[src/rtl/tsu_queue_arb.sv]
// tsu_queue_arb: pops timestamp entries from the RX and TX TSU queues one at a
// time and presents them on a valid/ready output with the source tagged.
// Configuration macro TSU_QUEUE_ARB_RX_PRIO_EN: when defined, RX has strict
// priority; when undefined (default), the two queues are served round-robin.
module tsu_queue_arb #(
  parameter int DATA_W = 128
) (
  input  logic              q_rd_clk,
  input  logic              rst,

  input  logic [7:0]        rx_q_rd_stat,
  output logic              rx_q_rd_en,
  input  logic [DATA_W-1:0] rx_q_rd_data,

  input  logic [7:0]        tx_q_rd_stat,
  output logic              tx_q_rd_en,
  input  logic [DATA_W-1:0] tx_q_rd_data,

  output logic              ts_valid,
  input  logic              ts_ready,
  output logic              ts_src,
  output logic [DATA_W-1:0] ts_data,

  output logic [15:0]       rx_pop_cnt,
  output logic [15:0]       tx_pop_cnt
);

  typedef enum logic [1:0] {
    IDLE = 2'd0,
    RD   = 2'd1,
    WT   = 2'd2,
    HOLD = 2'd3
  } state_t;

  state_t state;
  state_t next_state;

  // grant doubles as the round-robin "last granted" memory: it only changes
  // on entry to RD, so in IDLE it still names the previous winner (0=RX, 1=TX).
  logic grant;
  logic next_grant;

  logic rx_req;
  logic tx_req;
  logic arb_pick;
  logic next_rx_rd_en;
  logic next_tx_rd_en;
  logic capture;
  logic transfer;

  assign rx_req = (rx_q_rd_stat != 8'd0);
  assign tx_req = (tx_q_rd_stat != 8'd0);

`ifdef TSU_QUEUE_ARB_RX_PRIO_EN
  // RX wins whenever it has anything; TX only when RX is empty.
  assign arb_pick = ~rx_req;
`else
  // On a tie hand the grant to whoever did not win last; otherwise the lone requester.
  assign arb_pick = (rx_req && tx_req) ? ~grant : ~rx_req;
`endif

  // Output entry is valid exactly while parked in HOLD, so reset drops it at once.
  assign ts_valid = (state == HOLD);

  // Next-state, grant and strobe decode; stats are looked at only in IDLE.
  always_comb begin
    next_state    = state;
    next_grant    = grant;
    next_rx_rd_en = 1'b0;
    next_tx_rd_en = 1'b0;
    capture       = 1'b0;
    transfer      = 1'b0;
    case (state)
      IDLE: begin
        if (rx_req || tx_req) begin
          next_state    = RD;
          next_grant    = arb_pick;
          next_rx_rd_en = ~arb_pick;
          next_tx_rd_en = arb_pick;
        end
      end
      RD: begin
        next_state = WT;
      end
      WT: begin
        next_state = HOLD;
        capture    = 1'b1;
      end
      HOLD: begin
        if (ts_ready) begin
          next_state = IDLE;
          transfer   = 1'b1;
        end
      end
      default: begin
        next_state = IDLE;
      end
    endcase
  end

  // State and grant registers; reset leaves TX as last winner so RX goes first.
  always_ff @(posedge q_rd_clk or posedge rst) begin
    if (rst) begin
      state <= IDLE;
      grant <= 1'b1;
    end else begin
      state <= next_state;
      grant <= next_grant;
    end
  end

  // Pop strobes are flopped so each is high for exactly the one RD cycle.
  always_ff @(posedge q_rd_clk or posedge rst) begin
    if (rst) begin
      rx_q_rd_en <= 1'b0;
      tx_q_rd_en <= 1'b0;
    end else begin
      rx_q_rd_en <= next_rx_rd_en;
      tx_q_rd_en <= next_tx_rd_en;
    end
  end

  // Queue data is valid during WT; latch it with its source and hold through HOLD.
  always_ff @(posedge q_rd_clk or posedge rst) begin
    if (rst) begin
      ts_data <= '0;
      ts_src  <= 1'b0;
    end else if (capture) begin
      ts_data <= grant ? tx_q_rd_data : rx_q_rd_data;
      ts_src  <= grant;
    end
  end

  // Delivered-entry counters, bumped on the accepting edge and wrapping naturally.
  always_ff @(posedge q_rd_clk or posedge rst) begin
    if (rst) begin
      rx_pop_cnt <= 16'd0;
      tx_pop_cnt <= 16'd0;
    end else if (transfer) begin
      if (ts_src) begin
        tx_pop_cnt <= tx_pop_cnt + 16'd1;
      end else begin
        rx_pop_cnt <= rx_pop_cnt + 16'd1;
      end
    end
  end

endmodule
[config.mk]
export PLATFORM = sky130hd
export DESIGN_NAME = tsu_queue_arb
export DESIGN_NICKNAME = d
export VERILOG_FILES = /design/src/rtl/tsu_queue_arb.sv
export SDC_FILE = /design/constraint.sdc
export NUM_CORES = 1
export LEC_CHECK = 0
export ABC_AREA = 1
export BUFFER_PORTS_ARGS = -buffer_cell sky130_fd_sc_hd__buf_4
export CORE_AREA = 2 2 170 172
export DETAILED_ROUTE_END_ITERATION = 16
export DIE_AREA = 0 0 172 174
export SLEW_MARGIN = 30
export SYNTH_ARGS = -nofsm -noshare
export SYNTH_HDL_FRONTEND = slang
export SYNTH_SLANG_ARGS = --single-unit
[constraint.sdc]
create_clock -name q_rd_clk -period 4.96 [get_ports q_rd_clk]
set_input_delay 0 -clock q_rd_clk [delete_from_list [all_inputs] [get_ports q_rd_clk]]
set_output_delay 0 -clock q_rd_clk [all_outputs]
set_load 0.05 [all_outputs]
== Word level (Yosys, flattened, before mapping) ==
Cells that the tools add are included.

* Register bits after elaboration: 166
* Input port bits: 275
* Output and inout port bits: 164
* Word-level logic and storage cells: 40

* Add/subtract/negate cells: 2
* Equality and inequality tests: 5
* Mux-type cells: 12
* Bitwise operators: 4
* Reduce and logical (&&, ||, !) cells: 9

{| class="wikitable"
|+ Operators by type and width
! kind !! number
|-
| $mux 128 || 1
|-
| $add 16x1->16 const B || 2
|-
| $reduce_bool 8->1 || 2
|-
| $mux 1 || 8
|-
| $pmux 2 s4 || 1
|-
| $reduce_and 2->1 || 4
|-
| $eq 2x2->1 const B || 2
|-
| $mux 2 || 2
|-
| $not 1->1 || 4
|-
| $eq 2x1->1 const B || 1
|-
| $logic_not 2->1 || 1
|-
| $ne 2x1->1 const B || 1
|-
| $ne 2x2->1 const B || 1
|-
| $logic_and 1x1->1 || 1
|-
| $logic_or 1x1->1 || 1
|}

== Longest topological paths before layout ==
Gate-level depths: netlist of the first run.

* Depth after elaboration: 6
* Gate-level depth with buffers: 8
* Depth with buffers taken out: 8

== Least setup slack after synthesis of the first run ==
OpenSTA, ideal clock, no wires.

* Kind: flip-flop to flip-flop
* From: register state[1]
* To: register rx_pop_cnt[12]
* Library setup time: 0.120 ns
* Arrival time: 1.718 ns
* Data required time: 4.840 ns
* Setup slack: 3.122 ns
* Stages on the path, launching flop included: 9
* Path buffers: 0
* Period minus slack after synthesis: 1.838 ns
* Cell sequence: dfrtp_1 -> ha_1 -> nand3_2 -> nor2_4 -> nand2_4 -> nor2_8 -> nand2_1 -> nand2_1 -> nand2_1

* Word-level cells in the longest chain between the ends: 3

{| class="wikitable"
|+ Ends and longest elaborated chain
! element !! RTL line !! text
|-
| start: declaration || 35 || <nowiki>state_t state;</nowiki>
|-
| start signal: assignment || 107 || <nowiki>state <= next_state;</nowiki>
|-
| $eq 2x2->1 || - ||
|-
| named net ts_valid || 19 || <nowiki>output logic ts_valid,</nowiki>
|-
| $mux 1 || 73 || <nowiki>case (state)</nowiki>
|-
| $reduce_and 2->1 (no source line) || - ||
|-
| end signal: assignment || 143 || <nowiki>rx_pop_cnt <= rx_pop_cnt + 16'd1;</nowiki>
|-
| end: declaration || 24 || <nowiki>output logic [15:0] rx_pop_cnt,</nowiki>
|}

The timed path passes the listed nets, and every way through them passes these cells.
A chain may end at the register's enable or synchronous reset.

== Final worst setup path of the first run ==
* From: register state[0]
* To: register ts_data[2]

* Word-level cells in the longest chain between the ends: 2

{| class="wikitable"
|+ Ends and longest elaborated chain
! element !! RTL line !! text
|-
| $eq 2x2->1 || 73 ||
|-
| $mux 1 || 73 ||
|-
| end signal: assignment || 129 || <nowiki>ts_data <= grant ? tx_q_rd_data : rx_q_rd_data;</nowiki>
|-
| end: declaration || 22 || <nowiki>output logic [DATA_W-1:0] ts_data,</nowiki>
|}

No other way between the ends.

==> results, run 1 <==
- A synthesized cell averages 8.31 um^2.
- The area growth from synthesis to layout is 88.2%.
- STA puts the critical path data required time at 5.31 ns.
- Derived from the worst setup path, the maximum achievable clock frequency is 0.335 GHz.
- The startpoint identified for the worst register-to-register timing path is state[0].
- The logic depth of the worst register-to-register path is 7.
- The type of the setup path with the least slack is register to register.
- The power per standard cell area is 693 nW/um^2.
- The run finished with clean final reports.
- For this run, design rule violations remaining after detail routing come to 0.
- After detailed placement, the design holds a cell count of 1702.
- In this run, post-CTS repair resized a total of 0 instances.
- Measured on the finished design, the core utilization comes to 51.5%.
- Of the cells placed in the final design, the portion with a size suffix greater than 1 is 31.2%.
- Entering global routing, the biggest net connects 167 pins.
- The number of levels the H-tree was split into is 4.
- Measured along the x axis, the die boundary spans 172 um.
- The largest voltage drop on the vdd net is 0.395 mV.
- The core region is 28200 um^2.
- Final hold analysis gives a worst-case slack of 0.0437 ns.
- The number of non-filler instances in the completed layout is 1992.
- Clock skew on the completed layout was measured at 0.0203 ns.
- The routed design has 31300 um of wire.
- The routed layout has 9079 vias.
- TritonCTS built the clock tree.
- During synthesis, Yosys emitted a total of 0 warnings.
- At the end of routability-driven placement, the weighted congestion stood at 0.826.
- The total iterations of the first detailed-routing run is 5.
- Summed over all failing endpoints, the final setup total negative slack is 0 ns.
- After the last flow step, the layout net total stands at 1876.
- The number of failing setup endpoints in the final timing report is 0.
- The combined area of all synthesized cells is 7730 um^2.
- The cell count after synthesis is 931.
- Clock-pin slew was measured on the worst setup and hold paths at 0.07 ns.
- Counting distinct cell types in the post-synthesis netlist gives 29.
- Across all register-to-register paths, the minimum setup slack is 1.98 ns.
- The number of core rows is 62.
- The number of nets handed over by synthesis was 1211.
- The sort of element at the end of the critical path is a register.
- The worst setup path is launched from a register.
- Of the available clock period, the critical path in the final layout requires 60.1%.
- After legalization and detailed placement, the total HPWL measured 20100 um.
- The number of inserted diodes is 0.
- TritonCTS created 17 clock buffers.
- The count of routing violations after the opening detailed-route iteration is 605.
- After synthesis the netlist holds a flip-flop and latch count of 166.
- Counting every sink on the clock net gives 166.
- The worst setup path endpoint is ts_data[2].
- At the pin with the least slew margin, the transition time is 0.877 ns.
- The net switching power of the design is 0.00488 W.
- The overall die height is 174 um.
- For the worst setup path, the data arrival time is 3.33 ns.
- No sink is reached through more buffers than the 2 on the longest clock path.
- The worst relative slew slack is 41.5%.
- The analysis attributes to cell leakage a power of 7.19 nW.
- During placement, the flow inserted port buffers numbering 438.
- The clock share of power is 13.7%.
- In this run the remaining antenna-violating nets after routing total 0.
- Global routing finished with a remaining overflow of 0.
- After layout, the minimum clock period comes to 2.98 ns.
- The part of the power in combinational logic is 62.6%.
- The final count of pins violating max slew is 0.
- Sorting the synthesized cells by area gives the leading types as sky130_fd_sc_hd__dfrtp_1 53%, sky130_fd_sc_hd__nand2_1 9.5%, sky130_fd_sc_hd__o21ai_0 8.9%.
- The endpoint identified for the worst register-to-register timing path is ts_data[2].
- The number of failing hold endpoints at the final stage is 0.
- The effective utilization at floorplan is 27.4%.
- The type of the tightest min-delay check is input pin to register.
- The detail-routed via count per cell is 4.56.
- The startpoint of the worst setup timing path is state[0].
- The largest fanout on the critical path is 77.
- Clock latency on the worst-skew pair, taken at its later pin, is 0.42 ns.
- The number of ports placed on the die boundary is 439.
- The global-route wire length before repair is 48700 um.
- The max-cap violation count is 0.
- The number of antenna violations at the first check in global routing is 0.
- The design internal power is 0.00520 W.
- The die covers 29900 um^2.
- The buffer cell driving the clock tree root is sky130_fd_sc_hd__clkbuf_16.
- Dividing the detail-routed wire length by the instance count gives 15.7 um.
- Of the total power, the share spent switching nets is 48.4%.
- Of the total power, registers draw 23.7%.
- The top cell type by area accounts for 53.4% of the synthesized area.
- The number of global-route vias before repair came to 9560.
- Setup repair after global routing left no endpoint under its margin.
- The overall fraction of global-route tracks in use is 20.5%.
- The biggest area contributor in the post-synthesis netlist is sky130_fd_sc_hd__dfrtp_1.
- The proportion of synthesized chip area in sequential cells is 53.7%.
==> critical path, stage by stage (launching register included) <==
cell and delay, ns:
sky130_fd_sc_hd__dfrtp_1 0.37, sky130_fd_sc_hd__inv_1 0.09, sky130_fd_sc_hd__ha_4 0.29, sky130_fd_sc_hd__inv_4 0.67, sky130_fd_sc_hd__buf_4 0.62, sky130_fd_sc_hd__nand2_1 0.08, sky130_fd_sc_hd__o21ai_0 0.11, sky130_fd_sc_hd__dlygate4sd3_1 0.58
==> worst min path at each step <==
stage / cells after the start / start / to
after CTS: 8 / rx_q_rd_stat[0] / grant
after global placement: 3 / tx_q_rd_data[18] / ts_data[18]
after detailed placement: 3 / tx_q_rd_data[21] / ts_data[21]
after global routing: 8 / tx_q_rd_stat[0] / grant
after floorplan: 2 / tx_q_rd_data[126] / ts_data[126]
final: 8 / rx_q_rd_stat[0] / grant
==> kinds of logic (layout without fill, tap and decap cells) <==
group / after synthesis / after routing / synth area share, %
AND/OR/NAND/NOR: 389 / 389 / 21.2
AO/OA/AOI/OAI: 258 / 258 / 16.7
flip-flops: 166 / 166 / 53.7
buffers and inverters: 90 / 767 / 4.77
XOR/XNOR: 23 / 23 / 2.80
adder cells (fa/ha/maj): 5 / 5 / 0.809
==> layer usage <==
metal | part of all wire [%] | up-vias | global-route usage [%]
met5 | 0 | - | 0
met4 | 2.7 | 0 | 6.83
met3 | 7.8 | 48 | 5.58
met2 | 52 | 360 | 38.1
met1 | 38 | 4311 | 22.2
li1 | - | 4360 | -
==> cell type report <==
type	count	area (um^2)
Clock inverter	13	164
Tap cell	384	480
Fill cell	2645	13700
Inverter	34	140
Sequential cell	166	4160
Clock buffer	18	439
Timing Repair Buffer	702	5950
Multi-Input combinational cell	675	3220
==> placed cells by master, fill, tap and decap left out <==
cell type                       count
sky130_fd_sc_hd__buf_12             1
sky130_fd_sc_hd__buf_16             1
sky130_fd_sc_hd__buf_4            442
sky130_fd_sc_hd__bufinv_16          2
sky130_fd_sc_hd__clkbuf_16         17
sky130_fd_sc_hd__clkbuf_8           1
sky130_fd_sc_hd__clkinv_4           2
sky130_fd_sc_hd__clkinvlp_4         2
sky130_fd_sc_hd__dfrtp_1          165
sky130_fd_sc_hd__dfstp_4            1
sky130_fd_sc_hd__dlygate4sd3_1    258
sky130_fd_sc_hd__ha_1               4
sky130_fd_sc_hd__ha_4               1
sky130_fd_sc_hd__inv_1             30
sky130_fd_sc_hd__inv_2              1
sky130_fd_sc_hd__inv_4              1
sky130_fd_sc_hd__inv_6              5
sky130_fd_sc_hd__inv_8              4
sky130_fd_sc_hd__nand2_1          195
sky130_fd_sc_hd__nand2_2            3
sky130_fd_sc_hd__nand2_4            2
sky130_fd_sc_hd__nand3_1           15
sky130_fd_sc_hd__nand3_2            1
sky130_fd_sc_hd__nand3_4            1
sky130_fd_sc_hd__nand3b_1           1
sky130_fd_sc_hd__nand4_1            6
sky130_fd_sc_hd__nor2_1           150
sky130_fd_sc_hd__nor2_2             3
sky130_fd_sc_hd__nor2_4             3
sky130_fd_sc_hd__nor2_8             2
sky130_fd_sc_hd__nor3_1             4
sky130_fd_sc_hd__nor3_2             1
sky130_fd_sc_hd__nor3_4             2
sky130_fd_sc_hd__o21ai_0          137
sky130_fd_sc_hd__o21ai_1          121
sky130_fd_sc_hd__xnor2_1            9
sky130_fd_sc_hd__xnor2_2            1
sky130_fd_sc_hd__xor2_1            12
sky130_fd_sc_hd__xor2_2             1
==> synth_stat cells <==
master,n
sky130_fd_sc_hd__o21ai_1,121
sky130_fd_sc_hd__xor2_2,1
sky130_fd_sc_hd__nor3_2,1
sky130_fd_sc_hd__nor3_1,4
sky130_fd_sc_hd__dfrtp_1,165
sky130_fd_sc_hd__nand3_2,1
sky130_fd_sc_hd__ha_1,5
sky130_fd_sc_hd__nor2_2,3
sky130_fd_sc_hd__inv_1,32
sky130_fd_sc_hd__inv_2,2
sky130_fd_sc_hd__nand3_1,15
sky130_fd_sc_hd__buf_4,3
sky130_fd_sc_hd__nor3_4,2
sky130_fd_sc_hd__xnor2_1,9
sky130_fd_sc_hd__nand3b_1,1
sky130_fd_sc_hd__xnor2_2,1
sky130_fd_sc_hd__nand2_1,195
sky130_fd_sc_hd__buf_2,16
sky130_fd_sc_hd__nor2_1,150
sky130_fd_sc_hd__nand2_2,3
sky130_fd_sc_hd__o21ai_0,137
sky130_fd_sc_hd__nand3_4,1
sky130_fd_sc_hd__nand4_1,6
sky130_fd_sc_hd__xor2_1,12
sky130_fd_sc_hd__clkbuf_1,37
sky130_fd_sc_hd__nand2_4,2
sky130_fd_sc_hd__dfstp_2,1
sky130_fd_sc_hd__nor2_4,3
sky130_fd_sc_hd__nor2_8,2
==> state kept, by name, indices dropped and copies added, names as in the netlist <==
signal,flops
ts_data,128
rx_pop_cnt,16
tx_pop_cnt,16
state,2
grant,1
rx_q_rd_en,1
ts_src,1
tx_q_rd_en,1
==> power groups by stage <==
stage | registers [W] | clock network (W) | logic (W)
6_report | 0.00239 | 0.00138 | 0.00631
5_1_grt | 0.00246 | 0.00148 | 0.00675
4_1_cts | 0.00239 | 0.00143 | 0.00627
3_5_place_dp | 0.00240 | 0 | 0.00505
3_3_place_gp | 0.00239 | 0 | 0.00500
2_1_floorplan | 0.00425 | 0 | 0.00150
==> metrics by stage <==
| stage | setup WS (ns) | power (W) | cell area, um^2 |
|---|---|---|---|
| 4_1_cts | 1.94 | 0.0101 | 14500 |
| 6_report | 1.98 | 0.0101 | 14600 |
| 3_5_place_dp | 2.47 | 0.00745 | 11300 |
| 5_1_grt | 1.71 | 0.0107 | 14600 |
| 2_1_floorplan | 0.472 | 0.00575 | 7730 |
| 3_3_place_gp | 2.54 | 0.00739 | 11300 |
==> what timing repair did <==
action / CTS / global route
hold buffers: 258 / 0
hold endpoints to repair: 297 / 0
buffers inserted: 0 / 0
Note: power is estimated with default switching activity, not from simulation.
==> run 2: changes to the inputs <==
Clock period 4.96 ns to 3 ns, I/O delays scaled along.
==> run 2 against run 1 <==
Compared with the run above:
- combinational power up 66%
- routed wire length up 2.0%
- power up 65%
- sequential cell count unchanged
- die area unchanged
- maximum frequency up 7.7%
- utilization down 0.12 points
- clock power up 55%
- design area down 0.24%
- critical path depth down 3
==> results, run 2 (synthesis results as in run 1) <==
- The number of remaining DRC errors is 0 (unchanged).
- The delay of the slowest cell on the worst path is 0.92 ns (was 0.67 ns).
- The effective utilization at floorplan was 27.4% (unchanged).
- The number of levels the H-tree was split into is 4 (unchanged).
- The placeable core area was 28200 um^2 (unchanged).
- The type of the tightest min-delay check is input pin to register (unchanged).
- The largest net degree at the start of global routing is 105 (was 167).
- The final count of pins violating max slew came to 0 (unchanged).
- The growth of design area from synthesis to finish is 87.7% (was 88.2%).
- The worst flop-to-flop path endpoint is ts_data[74] (was ts_data[2]).
- The quantity of gates resized following cts came to 0 (unchanged).
- The end point of the worst hold path is grant (unchanged).
- The total via count after detailed routing is 9068 (was 9079).
- The worst clock skew was 0.0196 ns (was 0.0203 ns).
- The clock slew at the register clock pins of the worst setup and hold paths is 0.07 ns (about the same).
- The number of failing hold endpoints at the final stage is 0 (unchanged).
- The overall power after layout is 0.0166 W (was 0.0101 W).
- The number of clock sinks is 166 (unchanged).
- The number of antenna violations at the first check in global routing is 0 (unchanged).
- The final worst-path cycle share was 92.3% (was 60.1%).
- Setup repair after global routing missed its margin: no (unchanged).
- The fmax is 0.361 GHz (was 0.335 GHz).
- The count of routing violations after the opening detailed-route iteration is 657 (was 605).
- Highest-count cells in the layout ignoring fill and taps: 440 x sky130_fd_sc_hd__buf_4, 258 x sky130_fd_sc_hd__dlygate4sd3_1, 195 x sky130_fd_sc_hd__nand2_1 (was 442 x sky130_fd_sc_hd__buf_4, 258 x sky130_fd_sc_hd__dlygate4sd3_1, 195 x sky130_fd_sc_hd__nand2_1).
- The largest fanout on the critical path is 87 (was 77).
- The largest voltage drop on the vdd net was 0.527 mV (was 0.395 mV).
- The setup slack of the most critical reg-to-reg path came to 0.23 ns (was 1.98 ns).
- The clock tree from TritonCTS was built (unchanged).
- The type of the setup path with the least slack is register to register (unchanged).
- The final weighted congestion in routability-driven placement is 0.887 (was 0.826).
- The number of clock buffers inserted by TritonCTS is 17 (unchanged).
- The register with the most flip-flops is ts_data (unchanged).
- The instance count along the most critical hold path is 8 (unchanged).
- The clock latency on the worst-skew pair was 0.42 ns (about the same).
- The remaining antenna violation count after routing is 0 (unchanged).
- The total iterations of the first detailed-routing run was 4 (was 5).
- The total die area came to 29900 um^2 (unchanged).
- The clock share of power is 12.9% (was 13.7%).
- The buffer cell driving the clock tree root is sky130_fd_sc_hd__clkbuf_16 (unchanged).
- The buffer levels on the longest clock path is 2 (unchanged).
- The arrival time at the worst endpoint came to 3.12 ns (was 3.33 ns).
- The total routed wirelength is 31900 um (was 31300 um).
- The switching part of the total power was 48.8% (was 48.4%).
- The detail-routed via count per cell was 4.55 (was 4.56).
- The number of global-route vias before repair was 9153 (was 9560).
- The number of nets in the final layout was 1876 (unchanged).
- The fill cell instance count of the final layout is 2620 (was 2645).
- The cell type of the slowest stage on the worst timing path is sky130_fd_sc_hd__dfstp_4 (was sky130_fd_sc_hd__inv_4).
- The sort of element at the end of the critical path was a register (unchanged).
- The number of core rows is 62 (unchanged).
- The x dimension of the die was 172 um (unchanged).
- The critical path required time came to 3.35 ns (was 5.31 ns).
- The global-route congestion overflow total came to 0 (unchanged).
- The number of failing setup endpoints in the final timing report is 0 (unchanged).
- Status: finished clean (unchanged).
- The part of the power in combinational logic is 63.3% (was 62.6%).
- The number of ports placed on the die boundary is 439 (unchanged).
- The overall die height is 174 um (unchanged).
- The proportion of layout cells with a drive suffix above 1 was 31.1% (was 31.2%).
- The count of buffering cells on the critical path with inverters included is 2 (was 4).
- The dominant delay contributor by cell family on the critical path is buffers and inverters (unchanged).
- The power per standard cell area is 1140 nW/um^2 (was 693 nW/um^2).
- The most frequent standard cell in the layout excluding fill and tap cells is sky130_fd_sc_hd__buf_4 (unchanged).
- The overall fraction of global-route tracks in use came to 20.6% (was 20.5%).
- The max-cap violation count is 0 (unchanged).
- The slew at the pin closest to its max-slew limit is 0.864 ns (was 0.877 ns).
- The worst hold path startpoint is rx_q_rd_stat[0] (unchanged).
- The number of inserted diodes is 0 (unchanged).
- The kind of start point of the critical path is a register (unchanged).
- The routed length per placed instance is 16.0 um (was 15.7 um).
- The worst relative slew slack is 42.4% (was 41.5%).
- The count of input and output buffers came to 438 (unchanged).
- Largest registers: ts_data (128), rx_pop_cnt (16), tx_pop_cnt (16) (unchanged).
- The net switching power of the design came to 0.00811 W (was 0.00488 W).
- The post-route core utilization is 51.4% (was 51.5%).
- The flip-flop count of the largest register, all copies and words added is 128 (unchanged).
- The detailed placement HPWL is 20200 um (was 20100 um).
- Cell chain of the critical path: buf_4, o21ai_0, o21ai_1, dlygate4sd3_1 (was inv_1, ha_4, inv_4, buf_4, nand2_1, o21ai_0, dlygate4sd3_1).
- The sum of negative setup slack is 0 ns (unchanged).
- The logic depth of the worst register-to-register path was 4 (was 7).
- The global-route wire length before repair was 48900 um (was 48700 um).
- The launching point of the worst reg2reg path is grant (was state[0]).
- The sequential power share is 23.8% (was 23.7%).
- The leakage component of the power is 7.15 nW (was 7.19 nW).
- The design internal power was 0.00851 W (was 0.00520 W).
- The final period demand of the worst path came to 2.77 ns (was 2.98 ns).
run 2: tightest hold or removal path, stage by stage:
cell and delay, ns:
sky130_fd_sc_hd__buf_4 0.08, sky130_fd_sc_hd__nor2_1 0.03, sky130_fd_sc_hd__nand2_1 0.04, sky130_fd_sc_hd__nor2_1 0.08
sky130_fd_sc_hd__nand2_1 0.07, sky130_fd_sc_hd__nand2_1 0.06, sky130_fd_sc_hd__nand2_1 0.05, sky130_fd_sc_hd__nand2_1 0.04
run 2: area by class of cell:
| cell class | count | area [um^2] | area share (%) |
|---|---|---|---|
| inverter | 34 | 139 | 0.957 |
| clock buffer | 18 | 429 | 2.96 |
| timing repair buffer | 702 | 5970 | 41.1 |
| multi-input combinational | 675 | 3220 | 22.2 |
| clock inverter | 12 | 123 | 0.845 |
| tap | 384 | 480 | 3.31 |
| sequential | 166 | 4160 | 28.6 |
run 2: per-layer routing:
| layer | share of wire, % | up-vias | global-route usage, % | wire [um] |
|---|---|---|---|---|
| met2 | 50 | 346 | 35.7 | 15900 |
| met4 | 3.0 | 0 | 7.81 | 966 |
| met1 | 41 | 4296 | 24.8 | 13000 |
| met3 | 6.6 | 65 | 4.87 | 2090 |
| li1 | - | 4361 | - | - |
| met5 | 0 | - | 0 | 0 |
run 2: power groups by stage:
stage	Clock (W)	Sequential, W	Combinational [W]
3_3_place_gp	0	0.00394	0.00834
3_5_place_dp	0	0.00396	0.00843
6_report	0.00214	0.00396	0.0105
4_1_cts	0.00221	0.00394	0.0104
5_1_grt	0.00228	0.00406	0.0112
2_1_floorplan	0	0.00702	0.00248
run 2: worst max path at each step:
stage	start	slack, ns	endpoint	cells past startpoint
after global placement	grant	0.68	ts_data[124]	4
after detailed placement	grant	0.74	tx_q_rd_en	4
after global routing	grant	0.04	ts_data[94]	4
final	grant	0.23	ts_data[74]	4
after CTS	grant	0.24	ts_data[103]	4
after floorplan	rst	0.89	rx_pop_cnt[0]	1
run 2: repair_timing:
item	in CTS	in global routing
setup endpoints to repair	0	0
setup buffers	0	0
hold endpoints to repair	150	0
hold buffers	258	0
run 2: stage by stage:
| step | hold WS, ns | cells | instance area [um^2] | worst slack (ns) |
|---|---|---|---|---|
| floorplan | 0.170 | 931 | 7740 | 0.888 |
| CTS | 0.0267 | 1991 | 14500 | 0.241 |
| detailed placement | 0.0879 | 1703 | 11400 | 0.740 |
| global route | 0.0784 | 1991 | 14500 | 0.0438 |
| global placement | 0.0908 | 1703 | 11400 | 0.684 |
| finish | 0.0469 | 1991 | 14500 | 0.230 |
==> run 3: changes to the inputs <==
Settings changed: CORE_AREA 2 2 170 172 to 2 2 169 171, DIE_AREA 0 0 172 174 to 0 0 171 173, GPL_TIMING_DRIVEN set to 0.
Clock period 3 ns to 3.44 ns, I/O delays scaled along.
==> run 3 against run 2 <==
Compared with the run above:
- sequential cell count is the same
- maximum frequency is 2.8% higher
- die area shrank 1.2%
- first-iteration DRC count fell by 14%
- clock skew decreased by 0.0087 ns
- design area rose by 2.0%
- register-to-register slack improved by 0.51 ns
- highest routed layer unchanged
==> results, run 3 (synthesis results as in run 1) <==
- Status: finished clean (unchanged).
- The total via count after detailed routing was 9331 (was 9068).
- The number of nets in the final layout was 1933 (was 1876).
- The growth of design area from synthesis to finish was 91.5% (was 87.7%).
- The setup slack of the most critical reg-to-reg path was 0.74 ns (was 0.23 ns).
- The fill cell instance count of the final layout came to 2594 (was 2620).
- The final worst-path cycle share is 78.4% (was 92.3%).
- The launching point of the worst reg2reg path is state[0] (was grant).
- The kind of start point of the critical path is a register (unchanged).
- The total iterations of the first detailed-routing run came to 5 (was 4).
- The register with the most flip-flops is ts_data (unchanged).
- The power per standard cell area is 999 nW/um^2 (was 1140 nW/um^2).
- The hold-fix buffer count after cts is 258 (unchanged).
- The number of antenna violations at the first check in global routing was 2 (was 0).
- The type of the tightest min-delay check is input pin to register (unchanged).
- The number of setup buffers added after CTS is 0 (unchanged).
- The placeable core area came to 27600 um^2 (was 28200 um^2).
- The buffer cell driving the clock tree root is sky130_fd_sc_hd__clkbuf_16 (unchanged).
- The number of core rows came to 61 (was 62).
- The global-route congestion overflow total came to 0 (unchanged).
- The number of clock buffers inserted by TritonCTS is 17 (unchanged).
- The number of levels the H-tree was split into is 4 (unchanged).
- The count of routing violations after the opening detailed-route iteration is 562 (was 657).
- The fmax is 0.371 GHz (was 0.361 GHz).
- The most frequent standard cell in the layout excluding fill and tap cells is sky130_fd_sc_hd__buf_4 (unchanged).
- The path length in cells of the critical path is 7 (was 4).
- The count of buffering cells on the critical path with inverters included is 4 (was 2).
- The quantity of gates resized following cts is 0 (unchanged).
- The top layer reached by signal wires is met4 (unchanged).
- The startpoint of the worst setup timing path was state[0] (was grant).
- The detail-routed via count per cell is 4.56 (was 4.55).
- The clock latency on the worst-skew pair is 0.43 ns (was 0.42 ns).
- The overall die height is 173 um (was 174 um).
- The clock slew at the register clock pins of the worst setup and hold paths is 0.07 ns (about the same).
- The clock tree from TritonCTS was built (unchanged).
- Largest registers: ts_data (128), rx_pop_cnt (16), tx_pop_cnt (16) (unchanged).
- The worst clock skew is 0.0109 ns (was 0.0196 ns).
- The worst flop-to-flop path endpoint is ts_data[44] (was ts_data[74]).
- The final weighted congestion in routability-driven placement is 0.911 (was 0.887).
- The total die area is 29600 um^2 (was 29900 um^2).
- The leakage component of the power was 7.30 nW (was 7.15 nW).
- The met1 wire length was 13600 um (was 13000 um).
- The number of global-route vias before repair is 9727 (was 9153).
- Setup repair after global routing missed its margin: no (unchanged).
- The largest net degree at the start of global routing is 29 (was 105).
- The x dimension of the die was 171 um (was 172 um).
- The detailed placement HPWL is 24600 um (was 20200 um).
- The dominant delay contributor by cell family on the critical path is buffers and inverters (unchanged).
- The routed length per placed instance is 16.9 um (was 16.0 um).
- The proportion of layout cells with a drive suffix above 1 is 31.1% (about the same).
- The delay of the slowest cell on the worst path is 0.57 ns (was 0.92 ns).
- The arrival time at the worst endpoint is 3.05 ns (was 3.12 ns).
- The sort of element at the end of the critical path is a register (unchanged).
- The critical path required time is 3.80 ns (was 3.35 ns).
- The final count of pins violating max slew came to 0 (unchanged).
- The worst setup path endpoint was ts_data[44] (was ts_data[74]).
- The overall fraction of global-route tracks in use was 23.0% (was 20.6%).
- The effective utilization at floorplan is 28.0% (was 27.4%).
- The largest voltage drop on the vdd net is 0.525 mV (was 0.527 mV).
- The logic depth of the worst register-to-register path is 7 (was 4).
- The total routed wirelength is 34500 um (was 31900 um).
- The number of remaining DRC errors came to 0 (unchanged).
- The placed standard-cell area is 11700 um^2 (was 11400 um^2).
- The hold slack came to 0.0140 ns (was 0.0469 ns).
- Highest-count cells in the layout ignoring fill and taps: 441 x sky130_fd_sc_hd__buf_4, 258 x sky130_fd_sc_hd__dlygate4sd3_1, 195 x sky130_fd_sc_hd__nand2_1 (was 440 x sky130_fd_sc_hd__buf_4, 258 x sky130_fd_sc_hd__dlygate4sd3_1, 195 x sky130_fd_sc_hd__nand2_1).
- The number of failing hold endpoints at the final stage is 0 (unchanged).
- The final period demand of the worst path is 2.70 ns (was 2.77 ns).
- The max-cap violation count was 0 (unchanged).
- The worst relative slew slack was 57.3% (was 42.4%).
- The type of the setup path with the least slack is register to register (unchanged).
- The number of ports placed on the die boundary was 439 (unchanged).
- The final design area excluding fillers is 14800 um^2 (was 14500 um^2).
- The sum of negative setup slack came to 0 ns (unchanged).
- The routed wire length on met2 came to 17100 um (was 15900 um).
- The slew at the pin closest to its max-slew limit is 0.641 ns (was 0.864 ns).
- The met3 wire length is 2490 um (was 2090 um).
- The remaining antenna violation count after routing is 0 (unchanged).
- The buffer levels on the longest clock path is 2 (unchanged).
- The largest fanout on the critical path is 10 (was 87).
- The number of clock sinks is 166 (unchanged).
- Cell chain of the critical path: inv_1, ha_1, buf_2, clkbuf_1, o21ai_0, o21ai_1, dlygate4sd3_1 (was buf_4, o21ai_0, o21ai_1, dlygate4sd3_1).
- The count of input and output buffers is 438 (unchanged).
- The number of failing setup endpoints in the final timing report is 0 (unchanged).
- The cell type of the slowest stage on the worst timing path is sky130_fd_sc_hd__dlygate4sd3_1 (was sky130_fd_sc_hd__dfstp_4).
- The global-route wire length before repair was 53100 um (was 48900 um).
- The flip-flop count of the largest register, all copies and words added is 128 (unchanged).
-- run 3: changes by cell type in the layout (fill, tap and decap cells not counted), sizes merged --
cell      before  now
clkinv         1    0
clkinvlp       6    7
buf          444  464
diode          0    2
clkbuf        18   56
-- run 3: worst reg2reg max path: stages (launching register included) --
cell and delay, ns:
sky130_fd_sc_hd__dfrtp_1 0.40, sky130_fd_sc_hd__inv_1 0.08, sky130_fd_sc_hd__ha_1 0.27, sky130_fd_sc_hd__buf_2 0.37, sky130_fd_sc_hd__clkbuf_1 0.52, sky130_fd_sc_hd__o21ai_0 0.25, sky130_fd_sc_hd__o21ai_1 0.17, sky130_fd_sc_hd__dlygate4sd3_1 0.57
-- run 3: report_power, final --
part           internal, W  switching (W)
clock network      0.00103       0.000880
registers          0.00282       0.000559
logic              0.00368        0.00583
-- run 3: layer usage --
| metal | vias up | global-route usage, % |
|---|---|---|
| met5 | - | 0 |
| met4 | 0 | 9.60 |
| met3 | 70 | 5.52 |
| met2 | 388 | 39.5 |
| met1 | 4390 | 27.4 |
| li1 | 4483 | - |
-- run 3: metrics by stage --
| step | setup slack [ns] | util, % | power (W) | instances |
|---|---|---|---|---|
| 2_1_floorplan | 1.33 | - | 0.00829 | 931 |
| 3_3_place_gp | 0.0222 | 41.6 | 0.0110 | 1747 |
| 3_5_place_dp | 1.23 | 42.2 | 0.0111 | 1754 |
| 4_1_cts | 0.677 | 53.6 | 0.0148 | 2043 |
| 5_1_grt | 0.548 | 53.6 | 0.0157 | 2045 |
| 6_report | 0.745 | 53.6 | 0.0148 | 2045 |
-- run 3: how the worst min path moves through the flow --
stage,start,end,slack (ns),depth (start not counted)
6_report,rx_q_rd_stat[0],grant,0.01,8
5_1_grt,rx_q_rd_stat[6],grant,0.07,8
4_1_cts,tx_q_rd_stat[0],grant,0.008,8
3_5_place_dp,rst,ts_data[50],-0.02,2
3_3_place_gp,tx_q_rd_data[13],ts_data[13],0.26,3
2_1_floorplan,tx_q_rd_data[126],ts_data[126],0.17,2
-- run 3: layout make-up --
class                   count  area (um^2)  area share (%)
multi-input cells         675         3210            21.7
clock buffers              19          443            2.99
plain buffers              56          241            1.63
flip-flops and latches    166         4160            28.1
repair buffers            703         6030            40.7
well taps                 378          473            3.19
clock inverters            12          121           0.819
diodes                      2         5.00          0.0338
inverters                  34          131           0.887
